### config.mk
export PLATFORM = sky130hd
export DESIGN_NAME = alu_muldiv_seq
export DESIGN_NICKNAME = d
export VERILOG_FILES = /design/src/rtl/alu_pkg.sv /design/src/rtl/alu.sv /design/src/rtl/alu_muldiv_seq.sv
export SDC_FILE = /design/constraint.sdc
export NUM_CORES = 1
export LEC_CHECK = 0
export BUFFER_PORTS_ARGS = -buffer_cell sky130_fd_sc_hd__buf_2
export CAP_MARGIN = 10
export CORE_ASPECT_RATIO = 0.5
export CORE_MARGIN = 8
export CORE_UTILIZATION = 54
export CTS_BUF_LIST = sky130_fd_sc_hd__clkbuf_8
export CTS_CLUSTER_SIZE = 12
export DETAILED_ROUTE_END_ITERATION = 10
export PLACE_DENSITY = 0.89
export SYNTH_ARGS = -nofsm -noshare
export SYNTH_HDL_FRONTEND = slang
export SYNTH_SLANG_ARGS = --single-unit
### constraint.sdc
create_clock -name I_CLK -period 4.1 [get_ports I_CLK]
set_input_delay 0.41 -clock I_CLK [delete_from_list [all_inputs] [get_ports I_CLK]]
set_output_delay 0.41 -clock I_CLK [all_outputs]
set_load 0.005 [all_outputs]
### src/rtl/alu_pkg.sv
// Shared definitions for the ALU and the multiply/divide sequencer:
// opcode encodings, sequencer state encoding and command constants.
package alu_pkg;

  localparam logic [2:0] ADD  = 3'b000;
  localparam logic [2:0] ADDU = 3'b001;
  localparam logic [2:0] SLL  = 3'b010;
  localparam logic [2:0] SRL  = 3'b011;
  localparam logic [2:0] SLTU = 3'b100;
  localparam logic [2:0] SUBU = 3'b101;
  localparam logic [2:0] SUB  = 3'b110;
  localparam logic [2:0] SRA  = 3'b111;

  localparam logic MUL = 1'b0;
  localparam logic DIV = 1'b1;

  typedef enum logic [2:0] {
    IDLE    = 3'd0,
    MUL_ADD = 3'd1,
    MUL_CRY = 3'd2,
    DIV_CMP = 3'd3,
    DIV_SUB = 3'd4,
    DONE    = 3'd5
  } seq_state_t;

endpackage

### src/rtl/alu.sv
// Combinational integer ALU shared with the core datapath.
// ADD/SUB produce the same bit patterns as ADDU/SUBU; no overflow trap here.
module alu
  import alu_pkg::*;
#(
  parameter int DATA_ALU = 32,
  parameter int OP_SZ    = 3,
  parameter int SH_SZ    = 5
) (
  input  logic [DATA_ALU-1:0] a,
  input  logic [DATA_ALU-1:0] b,
  input  logic [OP_SZ-1:0]    op,
  input  logic [SH_SZ-1:0]    shamt,
  output logic [DATA_ALU-1:0] result
);

  always_comb begin
    result = '0;
    case (op)
      ADD, ADDU: result = a + b;
      SLL:       result = a << shamt;
      SRL:       result = a >> shamt;
      SLTU:      result = {{(DATA_ALU-1){1'b0}}, (a < b)};
      SUBU, SUB: result = a - b;
      SRA:       result = $signed(a) >>> shamt;
      default:   result = '0;
    endcase
  end

endmodule

### src/rtl/alu_muldiv_seq.sv
// Sequential 32x32 unsigned multiply / 32/32 unsigned divide built on one shared alu.
// Define ALU_SEQ_DIV_EN to compile in the divide path; otherwise divide requests finish with zeros.
module alu_muldiv_seq
  import alu_pkg::*;
#(
  parameter int DATA_ALU = 32,
  parameter int OP_SZ    = 3,
  parameter int SH_SZ    = 5,
  parameter int CNT_SZ   = 6
) (
  input  logic                I_CLK,
  input  logic                I_RST,
  input  logic                I_START,
  input  logic                I_CMD,
  input  logic [DATA_ALU-1:0] I_A,
  input  logic [DATA_ALU-1:0] I_B,
  output logic                O_BUSY,
  output logic                O_DONE,
  output logic [DATA_ALU-1:0] O_LO,
  output logic [DATA_ALU-1:0] O_HI,
  output logic                O_DIV0
);

  seq_state_t state, state_next;

  // hi/lo double as remainder/quotient during a divide
  logic [DATA_ALU-1:0] hi, lo, opb, sum;
  logic [CNT_SZ-1:0]   cnt;
  logic                div0_q;
  logic                last_iter;
  logic                carry;

  logic [OP_SZ-1:0]    alu_op;
  logic [DATA_ALU-1:0] alu_a, alu_b, alu_res;

`ifdef ALU_SEQ_DIV_EN
  logic [DATA_ALU-1:0] rp;
  logic                lt;
  assign rp = {hi[DATA_ALU-2:0], lo[DATA_ALU-1]};
`endif

  assign last_iter = (cnt == CNT_SZ'(DATA_ALU-1));
  assign carry     = alu_res[0] & lo[0];

  alu #(
    .DATA_ALU(DATA_ALU),
    .OP_SZ   (OP_SZ),
    .SH_SZ   (SH_SZ)
  ) u_alu (
    .a     (alu_a),
    .b     (alu_b),
    .op    (alu_op),
    .shamt ({SH_SZ{1'b0}}),
    .result(alu_res)
  );

  always_ff @(posedge I_CLK) begin
    if (I_RST) state <= IDLE;
    else       state <= state_next;
  end

  always_comb begin
    state_next = state;
    alu_op     = ADDU;
    alu_a      = hi;
    alu_b      = opb;
    O_BUSY     = (state != IDLE);
    case (state)
      IDLE: begin
        if (I_START) begin
          if (I_CMD == MUL) state_next = MUL_ADD;
`ifdef ALU_SEQ_DIV_EN
          else if (I_B == '0) state_next = DONE;
          else                state_next = DIV_CMP;
`else
          else state_next = DONE;
`endif
        end
      end
      MUL_ADD: begin
        alu_op     = ADDU;
        alu_a      = hi;
        alu_b      = opb;
        state_next = MUL_CRY;
      end
      MUL_CRY: begin
        // sum < multiplicand exactly when the preceding add wrapped
        alu_op     = SLTU;
        alu_a      = sum;
        alu_b      = opb;
        state_next = last_iter ? DONE : MUL_ADD;
      end
`ifdef ALU_SEQ_DIV_EN
      DIV_CMP: begin
        alu_op     = SLTU;
        alu_a      = rp;
        alu_b      = opb;
        state_next = DIV_SUB;
      end
      DIV_SUB: begin
        alu_op     = SUBU;
        alu_a      = rp;
        alu_b      = opb;
        state_next = last_iter ? DONE : DIV_CMP;
      end
`endif
      DONE:    state_next = IDLE;
      default: state_next = IDLE;
    endcase
  end

  always_ff @(posedge I_CLK) begin
    if (I_RST) begin
      hi     <= '0;
      lo     <= '0;
      opb    <= '0;
      sum    <= '0;
      cnt    <= '0;
      div0_q <= 1'b0;
      O_DONE <= 1'b0;
      O_LO   <= '0;
      O_HI   <= '0;
      O_DIV0 <= 1'b0;
`ifdef ALU_SEQ_DIV_EN
      lt     <= 1'b0;
`endif
    end else begin
      O_DONE <= 1'b0;
      case (state)
        IDLE: begin
          if (I_START) begin
            cnt    <= '0;
            opb    <= I_B;
            div0_q <= 1'b0;
            O_DIV0 <= 1'b0;
            if (I_CMD == MUL) begin
              hi <= '0;
              lo <= I_A;
            end else begin
`ifdef ALU_SEQ_DIV_EN
              if (I_B == '0) begin
                hi     <= I_A;
                lo     <= '1;
                div0_q <= 1'b1;
              end else begin
                hi <= '0;
                lo <= I_A;
              end
`else
              hi <= '0;
              lo <= '0;
`endif
            end
          end
        end
        MUL_ADD: sum <= lo[0] ? alu_res : hi;
        MUL_CRY: begin
          hi  <= {carry, sum[DATA_ALU-1:1]};
          lo  <= {sum[0], lo[DATA_ALU-1:1]};
          cnt <= cnt + 1'b1;
        end
`ifdef ALU_SEQ_DIV_EN
        // a set top bit means R' exceeds any divisor, so always subtract
        DIV_CMP: lt <= alu_res[0] & ~hi[DATA_ALU-1];
        DIV_SUB: begin
          if (!lt) begin
            hi <= alu_res;
            lo <= {lo[DATA_ALU-2:0], 1'b1};
          end else begin
            hi <= rp;
            lo <= {lo[DATA_ALU-2:0], 1'b0};
          end
          cnt <= cnt + 1'b1;
        end
`endif
        DONE: begin
          O_DONE <= 1'b1;
          O_LO   <= lo;
          O_HI   <= hi;
          O_DIV0 <= div0_q;
        end
        default: ;
      endcase
    end
  end

endmodule

---- After elaboration in Yosys (flattened, before gate mapping) ----
Cells that the tools add are included.
storage, ports and cells
  register bits after elaboration ......... 203
  RAM bits ................................ 0
  memories kept ........................... 0
  bits in latches ......................... 0
  input bits .............................. 68
  memory bits (read-only) ................. 0
  word-level logic and storage cells ...... 56
  output and inout port bits .............. 67
operators by class
  divide/modulo/power cells ............... 0
  mux-type cells .......................... 18
  reductions and logical operators ........ 11
  magnitude comparators ................... 1
  bitwise logic cells ..................... 1
  add/sub/neg operators ................... 3
  shift operators ......................... 0
  eq/ne operators ......................... 12
  $mul .................................... 0
operator list
  operator                                             count
  2-to-1 mux 32 bit                                    5
  one-hot mux 32 bit (2 select lines)                  2
  one-hot mux 32 bit (4 select lines)                  1
  adder 32 bit                                         1
  < comparator 32 bit                                  1
  subtractor 32 bit                                    1
  equality test 3 bit, second input constant           5
  2-to-1 mux 3 bit                                     4
  one-hot mux 6 bit (2 select lines)                   1
  equality test 3 x 2 -> 1 bit, second input constant  3
  one-hot mux 3 bit (3 select lines)                   1
  adder 6 x 1 -> 6 bit, second input constant          1
  equality test 3 x 1 -> 1 bit, second input constant  2
  equality test 6 x 5 -> 1 bit, second input constant  1
  zero test 3 bit                                      2
  2-to-1 mux 6 bit                                     1
  AND reduction 2 bit                                  3
  nonzero test 2 bit                                   2
  OR reduction 2 bit                                   2
  nonzero test 3 bit                                   1
  OR reduction 3 bit                                   1
  2-to-1 mux 1 bit                                     2
  != test 2 bit, second input constant                 1
  one-hot mux 1 bit (2 select lines)                   1
  AND 1 bit                                            1

---- Logic depth before layout (Yosys ltp) ----
Gate-level depths: netlist (run 1).
  word-level depth ........................ 7
  depth in mapped cells ................... 18
  gate-level depth less buffers ........... 15

---- Cells and area by module ----
Synthesis (run 1) repeated with hierarchy kept, for this count alone.
unflattened totals
  cells, all modules ...................... 2148
  area total of the unflattened synthesis .. 15942.8 um2
modules (own cells, without submodules)
  module          seq. area each (um2)  instances  area each (um2)  cells an instance
  alu_muldiv_seq  4043.9                1          8008.9           1010
  alu             0.0                   1          7933.9           1138

---- Worst setup path after synthesis (run 1) ----
Ideal clock, no wire load.
  path kind ............................... reg2reg
  start point ............................. register state[1]
  end point ............................... register sum[30]
  cell stages (with the launch flop) ...... 17
  data arrival time ....................... 3751 ps
  setup time .............................. 88 ps
  period minus slack after synthesis ...... 3839 ps
  path buffers ............................ 4
  required time ........................... 4012 ps
  slack ................................... 261 ps
  cell sequence ........................... dfxtp_1 -> clkbuf_1 -> and2_1 -> clkbuf_1 -> buf_1 -> clkbuf_1 -> o21ai_0 -> ha_1 -> or2_1 -> o2111ai_2 -> o22ai_1 -> o31ai_1 -> a21oi_2 -> a221oi_4 -> o41ai_1 -> or3_1 -> a311oi_2
on the way
  word-level cells in the longest chain between the ends .. 6
  elaborated cells between the ends (all ways) .. 19
  classes of those cells .................. add/sub: 2; eq/ne: 9; mux: 4; reduce/logical: 4
ends and longest elaborated chain
  element                                                    line                   RTL
  start: declaration                                         alu_muldiv_seq.sv:24   seq_state_t state, state_next;
  start signal: assignment                                   alu_muldiv_seq.sv:59   else state <= state_next;
  branches (longest 6 deep; another with subtractor 32 bit)  -
  end signal: assignment                                     alu_muldiv_seq.sv:156  MUL_ADD: sum <= lo[0] ? alu_res : hi;
  end: declaration                                           alu_muldiv_seq.sv:27   logic [DATA_ALU-1:0] hi, lo, opb, sum;
Parallel ways; which one is timed is not known.
A chain may end at the register's enable or synchronous reset.

---- Worst setup path in the final report (run 1) ----
  start point ............................. register state[2]
  end point ............................... register sum[26]
Same word-level chain as after synthesis.

==> results.md, run 1 <==
* Outcome: completed
* Final hold vios at 0
* Most common cell after layout, fill and taps aside: nand2_1
* Total wire length at 30.58 mm
* CP max FO at 22
* Grt ovf at 0
* Wire per inst at 17.44 um
* Final Wtd Congestion at 1.012
* Vias/cell at 5.746
* Max-Cap Viols at 0
* H-tree depth at 1
* Sequential area share after synthesis at 39.33%
* Detail Route Antenna Nets at 0
* Clock Path Buffers at 3
* Yosys cell types at 67
* EDFF count, synth at 0
* Total number of vias at 10,072
* Clk_skew at 20.04 ps
* Die width at 211.2 um
* Design area at 0.01186 sq mm
* Pre-antenna DRT Iters at 5
* DRC Markers at 0
* Worst Tran Pin Value at 1127 ps
* Multi-input gate area at 0.005683 sq mm
* Async SR Flop Fraction at 0%
* DP HPWL at 21.20 mm
* Tightest Hold Check Type: in -> reg
* Post-synth top area share at 39.33%
* Num rows at 35
* Warnings, synthesis at 0
* Peak VDD IR at 0.2085 mV
* RSZ-0062 raised after global routing: false
* Sum Neg Setup Slack at 0 ps
* IO Count at 135
* First-pass GRT wire length at 48.03 mm
* Syn_nets at 1,505
* Worst setup SP type: flip-flop
* Layout cells sized above 1 at 15.39%
* Fin. max-slew vios at 0
* Fin nets at 1,604
* Kind of critical path: reg -> reg
* Largest net degree at the start of global routing at 155
* Die height at 113.6 um
* Cell taking the most area after synthesis: dfxtp_1
* Clock Pin Slew Worst Setup and Hold Paths at 70 ps
* Top FF cell, synth: dfxtp_1
* Vias in the first global route at 9,515
* Area Overhead vs Synth at 15.31%
* Total die area at 0.02398 sq mm
* Required time of the critical path at 4530 ps
* Yosys reg bits at 202
* Initial DRC Count at 1,085
* Sequential cell area at 0.004044 sq mm
* CTS sink count at 202
* Fin Hold WS at 69.61 ps
* Synth Cell Area at 0.01028 sq mm
* Filler instances at 1,583
* Critical Path AT at 4420 ps
* Antenna violations before repair at 0
* Most frequent cells in the layout: 370 x nand2_1, 202 x dfxtp_1, 201 x a21oi_1
* Max_slew headroom at 24.86%
* Clock Latency Late Sink at 580 ps
* Syn Area/Cell at 7.494 sq um
* Initial core utilization at 55.51%
* Synth Instances at 1,372
* P_leak at 0.005031 uW
* Worst setup EP type: flip-flop
* CTS tree: done
* Minimum clock period at 3983 ps
* Fmax at 251.1 MHz
* PwrDens at 384.2 mW/mm^2
* Ant. Diodes at 0
* CTS buffer count at 30
* Setup Viol. Count Final at 0
* I/O Buffers at 133
* Overall track demand over capacity in global routing at 24.00%
* Placement Cell Area at 0.01112 sq mm
* Core outline area at 0.01852 sq mm
* Clock root buffer: clkbuf_8
* Area contributors post-synth: dfxtp_1 39%, nand2_1 14%, a21oi_1 9.8%
* Final Cycle Share at 97.15%
power breakdown:
group / internal [uW] / switching, uW / total, uW
Sequential: 2040 / 68.7 / 2110
Combinational: 190 / 378 / 568
Clock: 1040 / 834 / 1880
worst paths after layout:
kind	slack [ps]	endpoint	cells past startpoint	startpoint
worst max register to register	120	sum[26]	15	state[2]
worst min-delay path	70	alu_b[27]	3	I_B[27]
worst max-delay path	120	sum[26]	15	state[2]
worst min register to register	450	O_LO[14]	2	O_LO[14]
worst max-delay path: stages, from the launching register on:
cell	delay (ps)
dfxtp_1	370
nor2_1	210
and2_4	350
nand2_1	120
nand2_1	100
ha_1	300
nor2_1	290
nand2_1	150
a2111oi_0	580
o31ai_2	210
a21oi_2	250
a221oi_4	110
buf_4	170
o31ai_1	310
mux2i_1	230
a211oi_1	90
cell usage after synthesis (21+ instances only):
cell and count:
nor2_1 88, nor3_1 39, a21oi_1 201, clkbuf_1 73, o21ai_0 22, ha_1 64
a221oi_1 21, nand2_1 371, inv_1 64, xnor2_1 21, dfxtp_1 202
metal layers:
| metal | vias to the layer above | GRT usage [%] | share of wire [%] |
|---|---|---|---|
| met3 | 80 | 5.311 | 9.3 |
| met2 | 487 | 38.35 | 45 |
| met1 | 4627 | 31.89 | 43 |
| li1 | 4878 | - | - |
| met5 | - | 0 | 0 |
| met4 | 0 | 7.746 | 2.7 |
layout make-up:
class / instances / share of cell area (%)
flip-flops and latches: 202 / 34.11
repair buffers: 156 / 7.292
well taps: 259 / 2.733
clock inverters: 20 / 1.783
multi-input cells: 1015 / 47.93
inverters: 66 / 2.089
clock buffers: 35 / 4.063
registers in the layout, indices dropped and copies added (netlist names):
register  flops
state         3
alu_b        32
sum          32
cnt           6
lo           32
O_HI         32
O_DONE        1
hi           32
O_LO         32
repair_timing:
item,4_1_cts,5_1_grt
resized for setup,0,3
endpoints found under the hold margin,0,0
setup endpoints to repair,0,14
hold buffers,0,0
setup buffers,0,0
metrics by stage:
stage	worst slack (ps)	total power [uW]	std cells	utilization, %
2_1_floorplan	261.4	2517	1372	-
3_3_place_gp	214.5	2679	1696	60.01
3_5_place_dp	78.40	2698	1696	60.01
4_1_cts	62.17	4552	1751	63.76
5_1_grt	9.962	4717	1753	64.01
6_report	116.9	4556	1753	64.01
cells by family after synthesis:
logic type | synth area share (%)
buf+inv | 5.719
mux | 0.3894
other cells | 0.03647
flops | 39.33
compound gates | 20.87
simple gates | 23.55
xor+xnor | 2.129
fa+ha+maj | 7.983
No activity file was read; power rests on OpenSTA's default activity.
==> run 2: changes to the inputs <==
--- a/config.mk
+++ b/config.mk
@@ -10,7 +10,7 @@
 export CORE_ASPECT_RATIO = 0.5
 export CORE_MARGIN = 8
 export CORE_UTILIZATION = 54
-export CTS_BUF_LIST = sky130_fd_sc_hd__clkbuf_8
+export CTS_BUF_LIST = sky130_fd_sc_hd__clkbuf_4 sky130_fd_sc_hd__clkbuf_8
 export CTS_CLUSTER_SIZE = 12
 export DETAILED_ROUTE_END_ITERATION = 10
 export PLACE_DENSITY = 0.89
==> run 2 against run 1 <==
Clock skew increased by 1.9 ps. Combinational power about the same. Final cell count did not move. Maximum frequency increased by 1.0%. Final area barely moved. Sequential cell count is the same. Register-to-register slack gained 40 ps. Die area stayed put. Count of clock-buffer cells in the layout up 3. Highest routed layer unchanged. Sequential power about the same. First-iteration DRC count shrank 0.46%. Utilization is 0.061 points higher.
==> results.md, run 2 (synthesis results as in run 1) <==
* Max-Cap Viols at 0 (unchanged)
* Final Wtd Congestion at 1.012 (unchanged)
* Clock root buffer: clkbuf_8
* Peak VDD IR at 0.2100 mV (+0.72%)
* Overall track demand over capacity in global routing at 24.05% (+0.047 points)
* Max_slew headroom at 24.32% (-0.54 points)
* DRC Markers at 0 (unchanged)
* Most Frequent Cell on Critical Path: nand2_1
* Ant. Diodes at 0 (unchanged)
* Setup Viol. Count Final at 0 (unchanged)
* Worst setup SP type: flip-flop
* Detail Route Antenna Nets at 0 (unchanged)
* Largest net degree at the start of global routing at 155 (unchanged)
* CTS buffer count at 30 (unchanged)
* Tightest Hold Check Type: in -> reg
* First-pass GRT wire length at 48.16 mm (+0.26%)
* Worst setup EP type: flip-flop
* Required time of the critical path at 4540 ps (about the same)
* Filler instances at 1,582 (-0.063%)
* Worst stage delay on the critical path at 620 ps (+40 ps)
* Num rows at 35 (unchanged)
* P_leak at 0.005028 uW (about the same)
* Total number of vias at 10,038 (-0.34%)
* Sum Neg Setup Slack at 0 ps (unchanged)
* Area Overhead vs Synth at 15.42% (about the same)
* Core outline area at 0.01852 sq mm (unchanged)
* Hold-fix buffers, CTS at 0 (unchanged)
* PwrDens at 386.4 mW/mm^2 (+0.57%)
* Worst Tran Pin Value at 1135 ps (+8.151 ps)
* Slowest-stage cell, CP: a2111oi_0
* Die width at 211.2 um (unchanged)
* Wire per inst at 17.46 um (about the same)
* Delay-heaviest family, CP: compound AO/OA/AOI/OAI gates
* Vias in the first global route at 9,539 (+0.25%)
* Final Cycle Share at 96.15% (-1.0 points)
* CTS sink count at 202 (unchanged)
* Fin. max-slew vios at 0 (unchanged)
* Grt ovf at 0 (unchanged)
* RSZ-0062 raised after global routing: false
* Clock Path Buffers at 3 (unchanged)
* Most frequent cells in the layout: 370 x nand2_1, 202 x dfxtp_1, 201 x a21oi_1
* Setup Buffers After CTS at 0 (unchanged)
* Critical Path AT at 4380 ps (-40 ps)
* Vias/cell at 5.726 (-0.34%)
* Initial core utilization at 55.51% (unchanged)
* Layout cells sized above 1 at 15.60% (+0.20 points)
* WP buf/inv at 1 (unchanged)
* Initial DRC Count at 1,080 (-0.46%)
* CP max FO at 22 (unchanged)
* Crit-path cells: nor2_1 > and2_4 > nand2_1 > nand2_1 > ha_1 > and2b_1 > o21ai_2 > a2111oi_0 > o31ai_2 > a21oi_2 > a221oi_4 > buf_4 > o31ai_1 > mux2i_1 > a211oi_1
* Post-cts sizing count at 0 (unchanged)
* Clk_skew at 21.90 ps (+1.857 ps)
* DP HPWL at 21.20 mm (unchanged)
* IO Count at 135 (unchanged)
* Clock Latency Late Sink at 580 ps (about the same)
* H-tree depth at 1 (unchanged)
* Fin nets at 1,604 (unchanged)
* Outcome: completed
* Minimum clock period at 3942 ps (-40.86 ps)
* Total wire length at 30.61 mm (about the same)
* I/O Buffers at 133 (unchanged)
* Fmax at 253.7 MHz (+1.0%)
* Design area at 0.01187 sq mm (about the same)
* Die height at 113.6 um (unchanged)
* Kind of critical path: reg -> reg
* Total die area at 0.02398 sq mm (unchanged)
* Antenna violations before repair at 0 (unchanged)
* Placement Cell Area at 0.01112 sq mm (unchanged)
* Pre-antenna DRT Iters at 5 (unchanged)
* Most common cell after layout, fill and taps aside: nand2_1
* Clock Pin Slew Worst Setup and Hold Paths at 70 ps (about the same)
* Final hold vios at 0 (unchanged)
* CTS tree: done
## run 2: changes by cell type in the layout (fill, tap and decap cells not counted)
cell,before,now
clkbuf_4,0,3
inv_1,67,64
## run 2: through the flow
step	setup WS, ps	instances	util, %	total power, uW	hold WS (ps)
after floorplan	261.4	1372	-	2517	436.3
after global placement	214.5	1696	60.01	2679	439.0
after detailed placement	78.40	1696	60.01	2698	444.1
after CTS	62.16	1751	63.82	4580	46.23
after global routing	7.812	1753	64.07	4743	47.73
final	157.7	1753	64.07	4586	63.65
## run 2: worst min-delay path, cell delays in order
cell     delay (ps)
buf_2           100
nand2_1          50
a21oi_1          50
## run 2: per-layer routing
metal	up-vias	global-route usage [%]	share of wire (%)
met2	492	38.63	45
met1	4594	31.87	43
met5	-	0	0
met4	0	7.653	2.4
met3	67	5.256	9.6
li1	4885	-	-
## run 2: cell type report
type                       instances  area (sq um)  area share, %
clock inverter                    17         200.2          1.687
sequential                       202          4044          34.07
multi-input combinational       1015          5683          47.89
tap                              259         324.1          2.731
inverter                          66         247.7          2.088
timing repair buffer             156         864.6          7.285
clock buffer                      38         504.2          4.249
## run 2: worst paths after layout
kind         startpoint  slack (ps)  cells after the start  endpoint
min              I_B[2]          60                      3  alu_b[2]
max            state[2]         160                     15   sum[26]
min reg2reg    O_LO[14]         450                      2  O_LO[14]
max reg2reg    state[2]         160                     15   sum[26]
## run 2: report_power, final
part / internal [uW] / switching (uW) / total (uW)
combinational: 190 / 378 / 568
sequential: 2040 / 68.7 / 2110
clock: 1070 / 837 / 1910
total: 3300 / 1280 / 4590
==> run 3: changes to the inputs <==
--- a/config.mk
+++ b/config.mk
@@ -9,11 +9,12 @@
 export CAP_MARGIN = 10
 export CORE_ASPECT_RATIO = 0.5
 export CORE_MARGIN = 8
-export CORE_UTILIZATION = 54
-export CTS_BUF_LIST = sky130_fd_sc_hd__clkbuf_4 sky130_fd_sc_hd__clkbuf_8
-export CTS_CLUSTER_SIZE = 12
+export CORE_UTILIZATION = 53
+export CTS_BUF_LIST = sky130_fd_sc_hd__clkbuf_16
+export CTS_CLUSTER_SIZE = 20
 export DETAILED_ROUTE_END_ITERATION = 10
-export PLACE_DENSITY = 0.89
+export PLACE_DENSITY = 0.88
+export REMOVE_ABC_BUFFERS = 1
 export SYNTH_ARGS = -nofsm -noshare
 export SYNTH_HDL_FRONTEND = slang
 export SYNTH_SLANG_ARGS = --single-unit
==> run 3 against run 2 <==
Sequential cell count unchanged. Critical path type unchanged. Clock power decreased by 16%. Sequential share of layout area rose by 0.52 points. Critical endpoint is now sum[24]. Final cell count shrank 1.0%. Register-to-register slack gained 60 ps. Final area down 1.5%. Highest routed layer unchanged. Worst setup slack better by 60 ps.
==> results.md, run 3 (synthesis results as in run 1) <==
* Outcome: completed
* Die height at 114.5 um (+0.81%)
* Crit path to: sum[24]
* Kind of critical path: reg -> reg
* Largest net degree at the start of global routing at 143 (-7.7%)
* Vias in the first global route at 9,624 (+0.89%)
* Wire per inst at 16.88 um (-3.3%)
* Final Cycle Share at 94.70% (-1.5 points)
* Grt ovf at 0 (unchanged)
* Total wire length at 29.29 mm (-4.3%)
* Critical path depth in cells at 15 (unchanged)
* Clock Latency Late Sink at 490 ps (-90 ps)
* Fin. max-slew vios at 0 (unchanged)
* Most Frequent Cell on Critical Path: nand2_1
* Layout cells sized above 1 at 13.75% (-1.8 points)
* Antenna violations before repair at 0 (unchanged)
* Peak VDD IR at 0.1676 mV (-20%)
* Fmax at 257.6 MHz (+1.5%)
* Worst reg2reg endpoint: sum[24]
* Worst R2R Path Depth at 15 (unchanged)
* Required time of the critical path at 4420 ps (-120 ps)
* CP max FO at 7 (-68%)
* Worst Tran Pin Value at 1080 ps (-55.26 ps)
* Overall track demand over capacity in global routing at 23.26% (-0.79 points)
* Vias/cell at 5.756 (+0.52%)
* P_leak at 0.004922 uW (-2.1%)
* Final Wtd Congestion at 0.9533 (-5.8%)
* Num rows at 36 (+2.9%)
* Tightest Hold Check Type: in -> reg
* DRC Markers at 0 (unchanged)
* Critical Path AT at 4210 ps (-170 ps)
* Minimum clock period at 3883 ps (-59.64 ps)
* Initial core utilization at 53.46% (-2.0 points)
* Tot Pwr at 4280 uW (-6.7%)
* Slowest-stage cell, CP: or4_1
* Sum Neg Setup Slack at 0 ps (unchanged)
* Clk_skew at 12.95 ps (-8.946 ps)
* H-tree depth at 1 (unchanged)
* Worst stage delay on the critical path at 550 ps (-70 ps)
* Total die area at 0.02438 sq mm (+1.7%)
* Worst setup SP type: flip-flop
* DP HPWL at 20.30 mm (-4.3%)
* Max_slew headroom at 28.00% (+3.7 points)
* CTS sink count at 202 (unchanged)
* Final hold vios at 0 (unchanged)
* Total number of vias at 9,987 (-0.51%)
* FF-to-FF Start: state[2]
* Design area at 0.01169 sq mm (-1.5%)
* Hold path start: I_B[16]
* CTS buffer count at 19 (-37%)
* Fin util at 60.77% (-3.3 points)
* Crit-path cells: nor2_1 > and2_2 > nand2_1 > nand2_1 > ha_1 > fa_1 > a21o_1 > o2111ai_2 > o32ai_1 > or4_1 > a41o_1 > a21oi_1 > xnor2_1 > a221oi_1 > nor3_1
* Fin nets at 1,592 (-0.75%)
* Placement Cell Area at 0.01113 sq mm (about the same)
* RSZ-0062 raised after global routing: false
* Launch point of the worst path: state[2]
* Setup Viol. Count Final at 0 (unchanged)
* Max-Cap Viols at 0 (unchanged)
* WP buf/inv at 0 (-1)
* Most common cell after layout, fill and taps aside: nand2_1
* Worst setup EP type: flip-flop
* Initial DRC Count at 1,001 (-7.3%)
* Clock Path Buffers at 3 (unchanged)
* Core outline area at 0.01923 sq mm (+3.8%)
* Most frequent cells in the layout: 370 x nand2_1, 202 x dfxtp_1, 201 x a21oi_1
* Detail Route Antenna Nets at 0 (unchanged)
* Pre-antenna DRT Iters at 7 (+2)
* Area Overhead vs Synth at 13.68%
* R2R Setup Slk at 220 ps (+60 ps)
* I/O Buffers at 133 (unchanged)
* Clock root buffer: clkbuf_16
* Ant. Diodes at 0 (unchanged)
* PwrDens at 366.2 mW/mm^2 (-5.2%)
* Hold-fix buffers, CTS at 0 (unchanged)
* Die width at 213.0 um (+0.87%)
* CTS tree: done
* IO Count at 135 (unchanged)
* First-pass GRT wire length at 47.73 mm (-0.89%)
* Delay-heaviest family, CP: compound AO/OA/AOI/OAI gates
* Clock Pin Slew Worst Setup and Hold Paths at 70 ps (about the same)
==> run 3: changes by cell type in the layout (fill, tap and decap cells not counted), sizes merged <==
cell      change
bufinv        -4
buf           -1
clkinv        -8
clkinvlp      +1
inv           +6
clkbuf       -19
==> run 3: worst min-delay path by stage <==
stage	end	slack (ps)	cells after the start
after floorplan	alu_b[31]	430	2
final	alu_b[16]	150	3
after CTS	alu_b[25]	150	3
after global placement	O_LO[15]	440	2
after global routing	alu_b[2]	160	3
after detailed placement	O_LO[17]	440	2
==> run 3: area by class of cell <==
cell class                 instances  area, sq um
clock buffer                      19        475.5
clock inverter                    12        60.06
fill                            1767         7545
inverter                          66        247.7
multi-input combinational       1015         5692
sequential                       202         4044
tap                              266        332.8
timing repair buffer             155        837.1
==> run 3: worst reg2reg max path: stages, from the launching register on <==
cell,delay (ps)
dfxtp_1,440
nor2_1,110
and2_2,240
nand2_1,100
nand2_1,80
ha_1,210
fa_1,430
a21o_1,220
o2111ai_2,260
o32ai_1,160
or4_1,550
a41o_1,300
a21oi_1,180
xnor2_1,100
a221oi_1,280
nor3_1,100
==> run 3: power by group <==
part	internal [uW]	leakage (uW)	switching [uW]	total [uW]
Combinational	189	0.00300	381	571
Clock	843	0.000282	765	1610
Sequential	2040	0.00164	60.4	2100
Total	3070	0.00492	1210	4280
==> run 3: routing by layer <==
| metal | vias to the layer above | GRT usage (%) | part of all wire (%) | routed length (um) |
|---|---|---|---|---|
| met5 | - | 0 | 0 | 0 |
| met4 | 0 | 6.770 | 2.0 | 575 |
| met3 | 55 | 2.951 | 6.8 | 1986 |
| met2 | 389 | 38.58 | 47 | 13680 |
| met1 | 4716 | 31.35 | 45 | 13050 |
| li1 | 4827 | - | - | - |
==> run 3: timing repair <==
| item | CTS | global route |
|---|---|---|
| buffers inserted | 0 | 0 |
| resized for setup | 0 | 7 |
| endpoints found under the setup margin | 0 | 6 |
==> run 3: per-stage QoR <==
step,hold slack [ps],instances,worst slack (ps)
2_1_floorplan,430.3,1283,-53.39
3_5_place_dp,443.9,1703,198.3
4_1_cts,148.3,1734,161.8
6_report,155.0,1735,217.4
3_3_place_gp,438.3,1703,340.6
5_1_grt,158.1,1735,1.523
